## src/rtl/mycpu_muldiv_ctrl.sv

```systemverilog
// HI/LO multiply/divide sequencer for the myCPU EX stage: fixed-latency multiply,
// 32-step restoring divide, MTHI/MTLO. Optional divide early-out: MYCPU_DIV_EARLY_OUT_EN.
module mycpu_muldiv_ctrl #(
    parameter int MUL_LAT = 2
) (
    input  logic        clk,
    input  logic        rst,
    input  logic        op_valid,
    input  logic [2:0]  op,
    input  logic [31:0] src_a,
    input  logic [31:0] src_b,
    input  logic        mf_req,
    input  logic        flush,
    output logic [31:0] hi,
    output logic [31:0] lo,
    output logic        busy,
    output logic        stall_o,
    output logic        div_by_zero,
    output logic [1:0]  state_dbg
);
    typedef enum logic [1:0] {
        S_IDLE = 2'd0,
        S_MUL  = 2'd1,
        S_DIV  = 2'd2,
        S_FIX  = 2'd3
    } state_e;

    localparam logic [2:0] OP_MULT  = 3'b000;
    localparam logic [2:0] OP_MULTU = 3'b001;
    localparam logic [2:0] OP_DIV   = 3'b010;
    localparam logic [2:0] OP_DIVU  = 3'b011;
    localparam logic [2:0] OP_MTHI  = 3'b100;
    localparam logic [2:0] OP_MTLO  = 3'b101;
    localparam logic [4:0] MUL_LAST = 5'(MUL_LAT - 1);

    state_e      state_q, state_d;
    logic [31:0] hi_q, hi_d, lo_q, lo_d;
    logic [63:0] prod_q, prod_d;
    logic [31:0] quo_q, quo_d, rem_q, rem_d, dvsr_q, dvsr_d;
    logic        q_neg_q, q_neg_d, r_neg_q, r_neg_d;
    logic [4:0]  cnt_q, cnt_d;
    logic        dbz_q, dbz_d;

    logic        mult_signed, div_signed, early_out, rem_ge;
    logic [63:0] ext_a, ext_b;
    logic [31:0] mag_a, mag_b, rem_sub;
    logic [32:0] rem_sh;

    assign mult_signed = (op == OP_MULT);
    assign div_signed  = (op == OP_DIV);
    assign ext_a = {(mult_signed ? {32{src_a[31]}} : 32'h0), src_a};
    assign ext_b = {(mult_signed ? {32{src_b[31]}} : 32'h0), src_b};
    assign mag_a = (div_signed && src_a[31]) ? -src_a : src_a;
    assign mag_b = (div_signed && src_b[31]) ? -src_b : src_b;

`ifdef MYCPU_DIV_EARLY_OUT_EN
    assign early_out = (mag_b > mag_a);
`else
    assign early_out = 1'b0;
`endif

    // Restoring step: the remainder always stays below the divisor, so the
    // subtraction result fits in 32 bits whenever it is taken.
    assign rem_sh  = {rem_q, quo_q[31]};
    assign rem_ge  = (rem_sh >= {1'b0, dvsr_q});
    assign rem_sub = rem_sh[31:0] - dvsr_q;

    always_comb begin
        state_d = state_q;
        hi_d    = hi_q;
        lo_d    = lo_q;
        prod_d  = prod_q;
        quo_d   = quo_q;
        rem_d   = rem_q;
        dvsr_d  = dvsr_q;
        q_neg_d = q_neg_q;
        r_neg_d = r_neg_q;
        cnt_d   = cnt_q;
        dbz_d   = 1'b0;
        case (state_q)
            S_IDLE: begin
                if (op_valid && !flush) begin
                    case (op)
                        OP_MULT, OP_MULTU: begin
                            prod_d  = ext_a * ext_b;
                            cnt_d   = 5'd0;
                            state_d = S_MUL;
                        end
                        OP_DIV, OP_DIVU: begin
                            if (src_b == 32'd0) begin
                                dbz_d = 1'b1;
                            end else begin
                                dvsr_d  = mag_b;
                                q_neg_d = div_signed & (src_a[31] ^ src_b[31]);
                                r_neg_d = div_signed & src_a[31];
                                cnt_d   = 5'd0;
                                if (early_out) begin
                                    quo_d   = 32'd0;
                                    rem_d   = mag_a;
                                    state_d = S_FIX;
                                end else begin
                                    quo_d   = mag_a;
                                    rem_d   = 32'd0;
                                    state_d = S_DIV;
                                end
                            end
                        end
                        OP_MTHI: hi_d = src_a;
                        OP_MTLO: lo_d = src_a;
                        default: ;
                    endcase
                end
            end
            S_MUL: begin
                if (flush) begin
                    state_d = S_IDLE;
                end else if (cnt_q == MUL_LAST) begin
                    hi_d    = prod_q[63:32];
                    lo_d    = prod_q[31:0];
                    state_d = S_IDLE;
                end else begin
                    cnt_d = cnt_q + 5'd1;
                end
            end
            S_DIV: begin
                if (flush) begin
                    state_d = S_IDLE;
                end else begin
                    quo_d = {quo_q[30:0], rem_ge};
                    rem_d = rem_ge ? rem_sub : rem_sh[31:0];
                    cnt_d = cnt_q + 5'd1;
                    if (cnt_q == 5'd31) state_d = S_FIX;
                end
            end
            S_FIX: begin
                if (!flush) begin
                    lo_d = q_neg_q ? -quo_q : quo_q;
                    hi_d = r_neg_q ? -rem_q : rem_q;
                end
                state_d = S_IDLE;
            end
            default: state_d = S_IDLE;
        endcase
    end

    always_ff @(posedge clk) begin
        if (rst) begin
            state_q <= S_IDLE;
            hi_q    <= 32'd0;
            lo_q    <= 32'd0;
            prod_q  <= 64'd0;
            quo_q   <= 32'd0;
            rem_q   <= 32'd0;
            dvsr_q  <= 32'd0;
            q_neg_q <= 1'b0;
            r_neg_q <= 1'b0;
            cnt_q   <= 5'd0;
            dbz_q   <= 1'b0;
        end else begin
            state_q <= state_d;
            hi_q    <= hi_d;
            lo_q    <= lo_d;
            prod_q  <= prod_d;
            quo_q   <= quo_d;
            rem_q   <= rem_d;
            dvsr_q  <= dvsr_d;
            q_neg_q <= q_neg_d;
            r_neg_q <= r_neg_d;
            cnt_q   <= cnt_d;
            dbz_q   <= dbz_d;
        end
    end

    assign hi          = hi_q;
    assign lo          = lo_q;
    assign busy        = (state_q != S_IDLE);
    assign stall_o     = busy & ~flush & (op_valid | mf_req);
    assign div_by_zero = dbz_q;
    assign state_dbg   = state_q;
endmodule

```

## config.mk

```make
export PLATFORM = sky130hd
export DESIGN_NAME = mycpu_muldiv_ctrl
export DESIGN_NICKNAME = d
export VERILOG_FILES = /design/src/rtl/mycpu_muldiv_ctrl.sv
export SDC_FILE = /design/constraint.sdc
export NUM_CORES = 2
export LEC_CHECK = 0
export ABC_AREA = 1
export BUFFER_PORTS_ARGS = -buffer_cell sky130_fd_sc_hd__buf_2
export CORE_ASPECT_RATIO = 1.2
export CORE_MARGIN = 4
export CORE_UTILIZATION = 55
export CTS_BUF_LIST = sky130_fd_sc_hd__clkbuf_16
export CTS_CLUSTER_SIZE = 10
export DETAILED_ROUTE_END_ITERATION = 10
export PLACE_DENSITY = 0.72
export SLEW_MARGIN = 10
export SYNTH_ARGS = -nofsm -noshare
export SYNTH_HDL_FRONTEND = slang
export SYNTH_SLANG_ARGS = --single-unit
```

## constraint.sdc

```tcl
create_clock -name clk -period 17 [get_ports clk]
set_clock_uncertainty 0.2 [all_clocks]
set_input_delay 0.85 -clock clk [delete_from_list [all_inputs] [get_ports clk]]
set_output_delay 0.85 -clock clk [all_outputs]
set_load 0.02 [all_outputs]
```

* After elaboration in Yosys (flattened, before gate mapping)
Cells that the tools add are included.
** Operators by class
- Bitwise logic cells :: 11
- Reductions and logical operators :: 21
- Mux-type cells :: 45
- $add $sub $neg :: 6
- Magnitude comparators :: 1
- Multipliers :: 1
- Equal/unequal tests :: 24
** Operators by type and width (number)
- 32-bit 2-to-1 mux :: 25
- 32-bit case mux with 3 select lines :: 2
- 32-bit negation :: 4
- 32-bit case mux with 2 select lines :: 2
- 64-bit by 64-bit multiplier with 64-bit output :: 1
- 33-bit by 32-bit >= comparator with 1-bit output :: 1
- 32-bit logical NOT :: 1
- 32-bit subtractor :: 1
- 5-bit 2-to-1 mux :: 5
- 5-bit case mux with 3 select lines :: 1
- 2-bit inequality test, second input constant :: 7
- 2-bit 2-to-1 mux :: 6
- 6-bit AND reduction :: 2
- 5-bit case mux with 2 select lines :: 1
- 5-bit AND reduction :: 2
- 3-bit inequality test, second input constant :: 3
- 2-bit case mux with 4 select lines :: 1
- 7-bit AND reduction :: 1
- 3-bit by 2-bit == test with 1-bit output, second input constant :: 2
- 3-bit == test, second input constant :: 2
- 2-bit by 1-bit inequality test with 1-bit output, second input constant :: 3
- 3-bit nonzero test :: 2
- 5-bit by 1-bit adder with 5-bit output, second input constant :: 1
- 5-bit by 1-bit == test with 1-bit output, second input constant :: 1
- other kinds (20) :: 32
** Word-level totals
- Logic and storage cells :: 120
- Register bits after elaboration :: 234
- Output and inout bits :: 69
- Input port bits :: 72

* Logic depth before layout (Yosys ltp)
- Depth in word-level cells :: 7
- Gate-level depth with buffers :: 50

* Worst setup path before layout
Ideal clock, no wire load.
- Kind :: input -> register
- Start point :: input port op[0]
- End point :: register prod_q[63]
- Library setup time :: 0.109 ns
- Cell stages on the path :: 34
- Setup slack :: 7.364 ns
- Arrival :: 9.327 ns
- Cells stage by stage :: inv_1 > nand2_1 > buf_2 > buf_1 > buf_1 > nor2_1 > fa_1 > inv_1 > fa_1 > inv_1 > fa_1 > inv_1 > fa_1 > inv_1 > fa_1 > fa_1 > fa_1 > fa_1 > fa_1 > inv_1 > fa_1 > inv_1 > ha_1 > nand2_1 > nor2_1 > inv_1 > nor2_1 > inv_1 > nor4_1 > a21oi_1 > nand3_1 > nand3_1 > nand2_1 > inv_1
** On the way
- Cells in the longest elaborated chain, start to end :: 3
- Elaborated cells between the ends (all ways) :: 7
** Ends and longest elaborated chain
- from (decl) :: RTL line 9 : input logic [2:0] op,
- 3-bit logical NOT or 3-bit by 1-bit == test with 1-bit output (tied branches) :: RTL line 49, 83
- 32-bit 2-to-1 mux, or another cell as far along :: RTL line 51 : assign ext_a = {(mult_signed ? {32{src_a[31]}} : 32'h0), src_a};
- 64-bit by 64-bit multiplier with 64-bit output or 3-bit AND reduction (tied branches)
- to (signal assigned) :: RTL line 163 : prod_q <= prod_d;
- to (decl) :: RTL line 38 : logic [63:0] prod_q, prod_d;
Parallel ways exist; a longest one is shown, timed or not.
A chain may end at the register's enable or synchronous reset.

* Worst setup path in the final report
- Start point :: input port src_a[31]
- End point :: register prod_q[47]
** On the way
- Cells in the longest elaborated chain, start to end :: 2
** Ends and longest elaborated chain
- from (decl) :: RTL line 10 : input logic [31:0] src_a,
- 32-bit 2-to-1 mux :: RTL line 51
- 64-bit by 64-bit multiplier with 64-bit output (*) :: RTL line 85 : prod_d = ext_a * ext_b;
Every way passes the cells marked *; elsewhere a longest branch is shown, timed or not.

==> reports/metrics.yaml <==
syn_inst: 8368
root_buffer: "clkbuf_16"
post_cts_resized: 0
grt_max_degree: 113
die_h_um: 382
clock_sinks: 234
arrival_ns: 10.94
fillers: 10800
min_path_type: "reg -> reg"
postRouteAntennaNets: 0
rsz0062_at_grt: "no"
ys_top_cells_by_count: "inv_1 (2406), nand2_1 (1729), fa_1 (1416)"
cts_buffer_depth: 3
cts_hold_buf: 0
htree_levels: 1
synthArstFlopShare_pct: 0
vias: 55200
synthFlopType: "dfxtp_1"
first_iter_violations: 5038
crit_start: "src_a[31]"
cpMostUsedCell: "fa_1"
path_clk_slew_ns: 0.05
grt.overflow.total: 0
grt_pass1_wl_um: 347000
setup_violations: 0
cap_violations: 0
clk_latency_ns: 0.58
cts_setup_buffers: 0
synth_warnings: 0
gp_congestion: 1.09
period_minus_slack_ns: 10.62
synth_edf_count: 0
critical_path.slowest_cell: "fa_1"
portBuffers: 140
post-dp-hpwl_um: 182000
synth_top_cell_area_share_pct: 44.1
end_kind: "register"
avgSynthCellArea_um2: 7.68
syn_nets: 10200
drc: 0
max_stage_delay_ns: 0.99
ys_ff_latch: 234
yosysMostFrequentCell: "inv_1"
period_share_pct: 62.5
setup-tns-final_ns: 0
cts_tree: "built"
drive_gt1_share_pct: 3.98
rr_startpoint: "state_dbg[1]"
wire_per_inst_um: 23.2
row_count: 137
viasPerCell: 5.63
min-delay-start: "dvsr_q[17]"
wl_um: 227000
die-width_um: 320
start_util_pct: 55.3
crit_required_ns: 17.32
hold_violations: 0
ios: 141
die_area_mm2: 0.122
nNetsFinal: 10100
drv_slew: 0
syn2layout_area_growth_pct: 4.11
yosysTopAreaCell: "fa_1"
antenna_found_initial: 7
cts_buffers: 29
max_freq_mhz: 94.1
grt_pass1_vias: 59500
synth.distinct_cells: 52
crit_type: "in -> reg"
startpoint_type: "input port"
critPathMaxFanout: 33
coreArea_mm2: 0.116
tightest_slew_ns: 1.22
seq_area_frac_synth_pct: 7.29
grt_usage_pct: 37.6
synth_area_mm2: 0.0643
status: "completed"
relSlewSlack_pct: 18.9
synth_area_leaders: "fa_1 (44%), inv_1 (14%), nand2_1 (10%), dfxtp_1 (7.3%), ha_1 (7.0%)"
firstDrtPassIters: 6
worst max-delay path, delay by kind of cell:
family	cells	cell delay, ns
adders and majority gates	11	6.00
and+or+nand+nor	6	1.12
AOI/OAI and AO/OA	4	1.18
buffers and inverters	10	1.73
layout by cell type, fill, tap and decap left out, types with 42 or more instances in the layout:
cell type	Yosys	routed
inv_1	2406	2412
xor2_1	80	80
a21oi_1	296	296
dfxtp_1	234	234
nand2_1	1729	1728
o21ai_0	329	329
buf_4	1	89
o211ai_1	46	46
nor2_1	526	526
nor3_1	58	57
nand4_1	42	42
nand3_1	193	193
fa_1	1416	1416
ha_1	360	359
buf_2	49	139
worst paths after layout:
| path | depth (start not counted) | slack [ns] | endpoint |
|---|---|---|---|
| setup / recovery | 31 | 6.38 | prod_q[47] |
| hold / removal | 2 | 0.27 | dvsr_q[17] |
| setup reg to reg | 10 | 12.98 | hi[1] |
| hold reg to reg | 2 | 0.27 | dvsr_q[17] |
through the flow:
stage / hold WS [ns] / util [%] / std cells / worst slack (ns) / instance area [µm²]
final: 0.267 / 57.6 / 9798 / 6.38 / 66900
after floorplan: 0.230 / - / 8368 / 7.36 / 64300
after global routing: 0.286 / 57.6 / 9794 / 6.00 / 66900
after detailed placement: 0.265 / 56.9 / 9752 / 5.91 / 66100
after global placement: 0.264 / 56.9 / 9752 / 6.04 / 66100
after CTS: 0.274 / 57.6 / 9794 / 6.47 / 66900
cell type report:
type	instances	area (µm²)	area share [%]
flip-flops and latches	234	4680	7.00
clock buffers	29	726	1.08
well taps	1529	1910	2.86
multi-input cells	5345	49000	73.3
diodes	4	10.0	0.0150
clock inverters	13	100	0.150
repair buffers	228	1360	2.04
inverters	2416	9070	13.6
metal layers:
layer	track usage (%)	vias up	part of all wire, %
li1	-	24000	-
met1	41.8	27200	33
met2	63.4	2967	47
met3	6.67	1035	9.2
met4	30.1	4	10
met5	0	-	0.012
state kept, by name, summed over array words and instances (netlist names):
| name | flops |
|---|---|
| cnt_q | 5 |
| div_by_zero | 1 |
| dvsr_q | 32 |
| hi | 32 |
| lo | 32 |
| prod_q | 64 |
| q_neg_q | 1 |
| quo_q | 32 |
| r_neg_q | 1 |
| rem_q | 32 |
| state_dbg | 2 |
logic make-up after synthesis:
kind of cell             Yosys count  share of synthesized area (%)
AO/OA/AOI/OAI                    840                           7.35
AND/OR/NAND/NOR                 2613                           16.3
adder cells (fa/ha/maj)         1776                           51.1
buffers and inverters           2789                           16.4
flip-flops                       234                           7.29
XOR/XNOR                         116                           1.58
Power is not shown: default switching activity piles up to over one toggle a cycle in this logic, so the estimate is an artifact.
